[config.mk]
export PLATFORM = sky130hd
export DESIGN_NAME = seq_divider
export DESIGN_NICKNAME = d
export VERILOG_FILES = /design/src/rtl/calc_pkg.sv /design/src/rtl/seq_divider.sv
export SDC_FILE = /design/constraint.sdc
export NUM_CORES = 1
export LEC_CHECK = 0
export ABC_AREA = 1
export CAP_MARGIN = 40
export CORE_MARGIN = 2
export CORE_UTILIZATION = 40
export DETAILED_ROUTE_END_ITERATION = 10
export GPL_TIMING_DRIVEN = 0
export MAX_ROUTING_LAYER = met4
export PLACE_DENSITY = 0.61
export SLEW_MARGIN = 20
export SYNTH_ARGS = -nofsm -noshare
export SYNTH_HDL_FRONTEND = slang
export SYNTH_SLANG_ARGS = --single-unit
[constraint.sdc]
create_clock -name clk -period 2.35 [get_ports clk]
set_input_delay 0.47 -clock clk [delete_from_list [all_inputs] [get_ports clk]]
set_output_delay 0.47 -clock clk [all_outputs]
set_load 0.05 [all_outputs]
[src/rtl/calc_pkg.sv]
// Shared definitions for the FSM calculator datapath: control states and
// operand/result widths used by the arithmetic unit, the FSM and the divider.
package calc_pkg;

  localparam int CALC_OPND_W = 8;
  localparam int CALC_RES_W  = 16;

  typedef enum logic [1:0] {
    IDLE = 2'd0,
    CALC = 2'd1,
    DONE = 2'd2
  } div_state_t;

endpackage

[src/rtl/seq_divider.sv]
// Multi-cycle restoring divider: one quotient bit per clock, MSB first.
// A zero divisor short-circuits to an all-ones quotient with div_by_zero set.
module seq_divider
  import calc_pkg::*;
#(
  parameter int DIVIDEND_W = CALC_RES_W,
  parameter int DIVISOR_W  = CALC_OPND_W
) (
  input  logic                  clk,
  input  logic                  rst_n,
  input  logic                  start,
  input  logic [DIVIDEND_W-1:0] dividend,
  input  logic [DIVISOR_W-1:0]  divisor,
  output logic                  busy,
  output logic                  done,
  output logic [DIVIDEND_W-1:0] quotient,
  output logic [DIVISOR_W-1:0]  remainder,
  output logic                  div_by_zero
);

  localparam int CNT_W = $clog2(DIVIDEND_W);
  localparam logic [CNT_W-1:0] CNT_LAST = CNT_W'(DIVIDEND_W - 1);

  div_state_t            state;
  logic [CNT_W-1:0]      cnt;
  logic [DIVIDEND_W-1:0] dvd_sh;
  logic [DIVIDEND_W-1:0] q_sh;
  logic [DIVISOR_W-1:0]  dvs;
  // The partial remainder is always below the divisor, so its top bit is
  // never set between steps and only the trial value carries the extra bit.
  logic [DIVISOR_W-1:0]  prem;

  logic [DIVISOR_W:0]    trial;
  logic [DIVISOR_W:0]    trial_sub;
  logic                  q_bit;
  logic [DIVISOR_W-1:0]  prem_next;
  logic [DIVIDEND_W-1:0] q_next;

  always_comb begin
    trial     = {prem, dvd_sh[DIVIDEND_W-1]};
    trial_sub = trial - {1'b0, dvs};
    q_bit     = (trial >= {1'b0, dvs});
    prem_next = q_bit ? trial_sub[DIVISOR_W-1:0] : trial[DIVISOR_W-1:0];
    q_next    = {q_sh[DIVIDEND_W-2:0], q_bit};
  end

  always_ff @(posedge clk) begin
    if (!rst_n) begin
      state       <= IDLE;
      cnt         <= '0;
      dvd_sh      <= '0;
      q_sh        <= '0;
      dvs         <= '0;
      prem        <= '0;
      busy        <= 1'b0;
      done        <= 1'b0;
      quotient    <= '0;
      remainder   <= '0;
      div_by_zero <= 1'b0;
    end else begin
      done <= 1'b0;
      case (state)
        IDLE, DONE: begin
          if (start) begin
            dvd_sh      <= dividend;
            dvs         <= divisor;
            prem        <= '0;
            q_sh        <= '0;
            div_by_zero <= 1'b0;
            cnt         <= (divisor == '0) ? '0 : CNT_LAST;
            busy        <= 1'b1;
            state       <= CALC;
          end else begin
            state <= IDLE;
          end
        end
        CALC: begin
          if (dvs == '0) begin
            quotient    <= '1;
            remainder   <= '0;
            div_by_zero <= 1'b1;
            busy        <= 1'b0;
            done        <= 1'b1;
            state       <= DONE;
          end else begin
            prem   <= prem_next;
            q_sh   <= q_next;
            dvd_sh <= dvd_sh << 1;
            if (cnt == '0) begin
              quotient  <= q_next;
              remainder <= prem_next;
              busy      <= 1'b0;
              done      <= 1'b1;
              state     <= DONE;
            end else begin
              cnt <= cnt - 1'b1;
            end
          end
        end
        default: begin
          busy  <= 1'b0;
          state <= IDLE;
        end
      endcase
    end
  end

endmodule

# --- Word level (Yosys, flattened, before mapping) ---
# Index checks and enable logic that the tools add are counted.
word_totals:
  n_memories: 0
  input_bits: 27
  reg_bits: 80
  latchBits: 0
  out_inout_bits: 27
  rom_bits: 0
  mem_bits_rw: 0
  elab_cells: 67
op_classes:
  n_reduce_logical: 14
  n_div: 0
  eq_ne: 7
  n_shift: 0
  n_mul: 0
  muxes: 32
  order_cmp: 1
  bitwise_logic: 0
  n_addsub: 2
op_table:
  columns: ["op", "n"]
  rows:
  - ["two-way mux 16 bit", 4]
  - ["two-way mux 8 bit", 5]
  - ["one-hot mux 16 bit (2 select lines)", 1]
  - ["two-way mux 15 bit", 2]
  - ["one-hot mux 15 bit (2 select lines)", 1]
  - ["logical NOT 8 bit", 2]
  - ["two-way mux 4 bit", 4]
  - ["one-hot mux 8 bit (2 select lines)", 1]
  - ["greater-or-equal comparator 9 x 8 -> 1 bit", 1]
  - ["two-way mux 1 bit", 8]
  - ["!= test 2 bit (second input constant)", 4]
  - ["one-hot mux 4 bit (2 select lines)", 1]
  - ["AND reduction 2 bit", 4]
  - ["subtractor 8 bit", 1]
  - ["AND reduction 3 bit", 2]
  - ["logical NOT 4 bit", 1]
  - ["two-way mux 2 bit", 2]
  - ["one-hot mux 1 bit (2 select lines)", 2]
  - ["one-hot mux 2 bit (2 select lines)", 1]
  - ["AND reduction 4 bit", 1]
  - ["nonzero test 2 bit", 2]
  - ["subtractor 4 x 1 -> 4 bit (second input constant)", 1]
  - ["!= test 3 bit (second input constant)", 1]
  - ["equality test 2 x 1 -> 1 bit (second input constant)", 1]
  - ["3 further kinds", 3]

# --- Longest topological paths before layout ---
logic_depth:
  ltp_word: 4
  depth_mapped: 13
  ltp_nobuf: 13

# --- Worst setup path before layout ---
# No wires, ideal clock.
synth_path:
  path_kind: "flip-flop to flip-flop"
  from: "register dvs[6]"
  to: "register remainder[6]"
  synth_period_minus_slack_ns: 1.735
  setup_slack_ns: 0.615
  path_stages_with_launch: 13
  setup_time_ns: 0.132
  n_path_buf: 0
  arrival_ns: 1.603
  t_required_ns: 2.218
  path_cell_list: "dfxtp_1 -> inv_1 -> ha_1 -> nand2_1 -> nand2_1 -> nand2_1 -> nand2_1 -> nor2_1 -> nand2_2 -> inv_2 -> nand2_1 -> nand3_1 -> a21oi_1"
synth_between:
  elab_chain_len: 4
  word_cells_on_any_way: 8
  classes_between: "add/sub: 1; order compare: 1; mux: 3; reduce/logical: 3"
synth_lines:
  columns: ["element", "line", "text"]
  rows:
  - ["from (decl)", "seq_divider.sv:28", "logic [DIVISOR_W-1:0] dvs;"]
  - ["from (signal assigned)", "seq_divider.sv:66", "dvs <= divisor;"]
  - ["subtractor 8 bit / greater-or-equal comparator 9 x 8 -> 1 bit (equally long branches)", "seq_divider.sv:41, seq_divider.sv:42", null]
  - ["two-way mux 8 bit", "seq_divider.sv:43", "prem_next = q_bit ? trial_sub[DIVISOR_W-1:0] : trial[DIVISOR_W-1:0];"]
  - ["two-way mux 8 bit", "seq_divider.sv:89", "if (cnt == '0) begin"]
  - ["two-way mux 8 bit", "seq_divider.sv:78", "if (dvs == '0) begin"]
  - ["to (signal assigned)", "seq_divider.sv:91", "remainder <= prem_next;"]
  - ["to (decl)", "seq_divider.sv:17", "output logic [DIVISOR_W-1:0] remainder,"]
# Several ways; a longest one is shown, not always the timed one. The select of a mux whose other input is x is not followed.
# A chain may end at the register's enable or synchronous reset.

# --- Worst setup path after layout ---
layout_path:
  from: "register dvs[5]"
  to: "register prem[7]"
layout_between:
  elab_chain_len: 4
  word_cells_on_any_way: 8
  classes_between: "add/sub: 1; order compare: 1; eq/ne: 1; mux: 3; reduce/logical: 2"
layout_lines:
  columns: ["element", "line", "text"]
  rows:
  - ["subtractor 8 bit / greater-or-equal comparator 9 x 8 -> 1 bit (equally long branches)", "seq_divider.sv:41, seq_divider.sv:42", null]
  - ["two-way mux 8 bit", "seq_divider.sv:43", null]
  - ["two-way mux 8 bit", "seq_divider.sv:78", null]
  - ["one-hot mux 8 bit (2 select lines)", "seq_divider.sv:62", "case (state)"]
  - ["to (signal assigned)", "seq_divider.sv:86", "prem <= prem_next;"]
  - ["to (decl)", "seq_divider.sv:31", "logic [DIVISOR_W-1:0] prem;"]
# Several ways; a longest one is shown, not always the timed one. The select of a mux whose other input is x is not followed.

==> flow_metrics.py <==
metrics = {
    "sta": {
        "hold_viol": 0,
        "tns_ns": 0,
        "grt_setup_unrepaired": "no",
        "worst_slew_pin_slew_ns": 0.6053,
        "fin_worst_skew_ns": 0.01788,
        "finalSetupViolCount": 0,
        "max_freq_mhz": 481.7,
        "fin_crit_ns": 2.076,
        "relSlewSlack_pct": 59.65,
        "min_period_over_period_pct": 88.34,
        "drv_slew": 0,
    },
    "die": {
        "die_w_um": 99.15,
        "core_area_um2": 8763,
        "initial_core_util_pct": 41.32,
        "rows": 34,
        "dieArea_um2": 9830,
        "ios": 54,
        "die-height_um": 99.15,
    },
    "flow_run": {
        "drv_cap": 0,
    },
    "detailed_routing": {
        "antenna_left": 0,
        "routedWlPerCell_um": 13.74,
        "firstDrtPassIters": 5,
        "drt_iter0_drc": 210,
        "drc": 0,
        "via_per_inst": 5.061,
        "drt-total-wl_um": 9193,
        "route.vias.total": 3386,
    },
    "grt": {
        "grt_pass1_wl_um": 15450,
        "grtUsageTotal_pct": 20.28,
        "grt_start_max_net_pins": 16,
        "grt.overflow.total": 0,
        "antenna_found_initial": 0,
        "grt_pass1_vias": 3227,
    },
    "synthesis": {
        "synth-async-reset-ratio_pct": 0,
        "seq_area_frac_synth_pct": 44.23,
        "ys_ff_latch": 80,
        "syn_nets": 530,
        "ys.flop_type": "dfxtp_1",
        "postSynthAreaPerCell_um2": 7.345,
        "synth_cell_types": 35,
        "synth_edf_count": 0,
        "yosysWarnings": 0,
        "syn_inst": 493,
        "synth_area_um2": 3621,
    },
    "cts": {
        "clock-sinks": 80,
        "clk_pin_slew_ns": 0.09,
        "clock-root-buffer": "clkbuf_8",
        "clkLatencyLatePin_ns": 0.36,
        "h-tree-depth": 3,
        "numCtsBuffers": 9,
        "cts.repair.resized": 0,
        "cts_buffer_depth": 2,
        "post_cts_buffers": 0,
        "cts_tree": "done",
        "cts_hold_buf": 0,
    },
    "pwr": {
        "p_per_area_nw_per_um2": 793.3,
        "leakage_nw": 1.762,
        "vdd.ir_drop.worst_uv": 267.2,
    },
    "finish": {
        "stdcell_area_um2": 4466,
        "syn2layout_area_growth_pct": 23.32,
        "antenna_cells": 0,
        "layout-drive-gt1-share_pct": 7.665,
        "mostFrequentLayoutCells": "nand2_1 (123), dfxtp_1 (80), a21oi_1 (61), clkdlybuf4s50_1 (52), o21ai_0 (46)",
        "final_nets": 593,
        "mostFrequentLayoutCell": "nand2_1",
        "fill_cells": 895,
    },
    "status": {
        "outcome": "finished clean",
    },
    "place": {
        "place_congestion": 0.9028,
        "placed_area_um2": 4277,
        "dp_hpwl_um": 6852,
        "port-buffer-count": 52,
    },
    "critical_path": {
        "critical_path_required_ns": 2.57,
        "critPathArrivalTime_ns": 2.30,
        "startpoint_type": "flip-flop",
        "cp_max_fo": 10,
        "endpoint_kind": "flip-flop",
        "critPathKind": "flip-flop to flip-flop",
    },
    "min_path": {
        "min_path_type": "flip-flop to flip-flop",
    },
}
-- final timing paths --
| check | end | slack (ns) | from | depth (start not counted) |
|---|---|---|---|---|
| worst max-delay path | prem[7] | 0.27 | dvs[5] | 12 |
| worst min-delay path | busy | 0.47 | state[0] | 1 |
| worst max register to register | prem[7] | 0.27 | dvs[5] | 12 |
| worst min register to register | busy | 0.47 | state[0] | 1 |
-- metrics by stage --
step           util (%)  instances  total power, W  hold WS [ns]  worst slack [ns]
2_1_floorplan         -        493        0.002303        0.4370            0.6150
3_3_place_gp      48.80        653        0.002585        0.4519            0.3445
3_5_place_dp      48.80        653        0.002601        0.4537            0.3029
4_1_cts           50.96        669        0.003568        0.4678            0.2875
5_1_grt           50.96        669        0.003760        0.4833            0.1457
6_report          50.96        669        0.003542        0.4652            0.2740
-- power by group --
part	internal [W]	leakage, nW	switching [W]
Clock	0.000427	0.0875	0.000541
Sequential	0.00147	0.655	0.0000666
Combinational	0.000350	1.02	0.000685
-- state kept, by name, summed over array words and instances, names as in the netlist --
name         cells
div_by_zero      1
cnt              4
prem             8
dvs              8
state            2
done             1
busy             1
remainder        8
quotient        16
dvd_sh          16
q_sh            15
-- synth_stat cells, types with 2 or more instances --
master | n | area, µm²
inv_1 | 32 | 120.1
buf_1 | 3 | 11.26
buf_6 | 3 | 33.78
a21oi_1 | 61 | 305.3
nand3_1 | 31 | 155.2
inv_2 | 5 | 18.77
dfxtp_1 | 80 | 1602
nor3_1 | 2 | 10.01
clkbuf_1 | 13 | 48.80
nand2_1 | 123 | 461.7
nand4_1 | 5 | 31.28
o21ai_0 | 46 | 230.2
ha_1 | 9 | 112.6
buf_2 | 4 | 20.02
a31oi_1 | 15 | 93.84
nand2_2 | 3 | 18.77
buf_4 | 3 | 22.52
nor2_1 | 30 | 112.6
xnor2_1 | 2 | 17.52
o21ai_1 | 8 | 40.04
-- kinds of logic (layout without fill, tap and decap cells) --
group	after synthesis	after routing	share of synthesized area, %
simple gates	201	201	23.88
compound gates	135	135	19.80
flops	80	80	44.23
buf+inv	64	132	7.706
fa+ha+maj	10	10	3.663
xor+xnor	3	3	0.7258
-- worst max-delay path, stage by stage (launching register included) --
cell and delay, ns:
dfxtp_1 0.31, inv_1 0.06, ha_1 0.37, nand2_1 0.09, inv_1 0.06, nand3_1 0.07
nor2_1 0.05, nor2_1 0.33, nand2_2 0.23, inv_2 0.13, nand2_1 0.08, nand3_1 0.10
a21oi_1 0.06
-- final cells by class --
type,instances,area [µm²],share of cell area (%)
multi-input combinational,349,1740,38.97
sequential,80,1602,35.86
timing repair buffer,52,520.5,11.66
inverter,38,142.6,3.194
clock buffer,10,137.6,3.082
buffer,26,136.4,3.054
tap,108,135.1,3.026
clock inverter,6,51.30,1.149
-- metal layers --
| layer | vias up | global-route usage [%] | wire length, µm | share of wire, % |
|---|---|---|---|---|
| li1 | 1764 | - | - | - |
| met1 | 1537 | 26.92 | 4356 | 47 |
| met2 | 69 | 31.29 | 4262 | 46 |
| met3 | 16 | 3.443 | 405 | 4.4 |
| met4 | 0 | 7.376 | 169 | 1.8 |
| met5 | - | - | 0 | 0 |
Note: power is estimated with default switching activity, not from simulation.
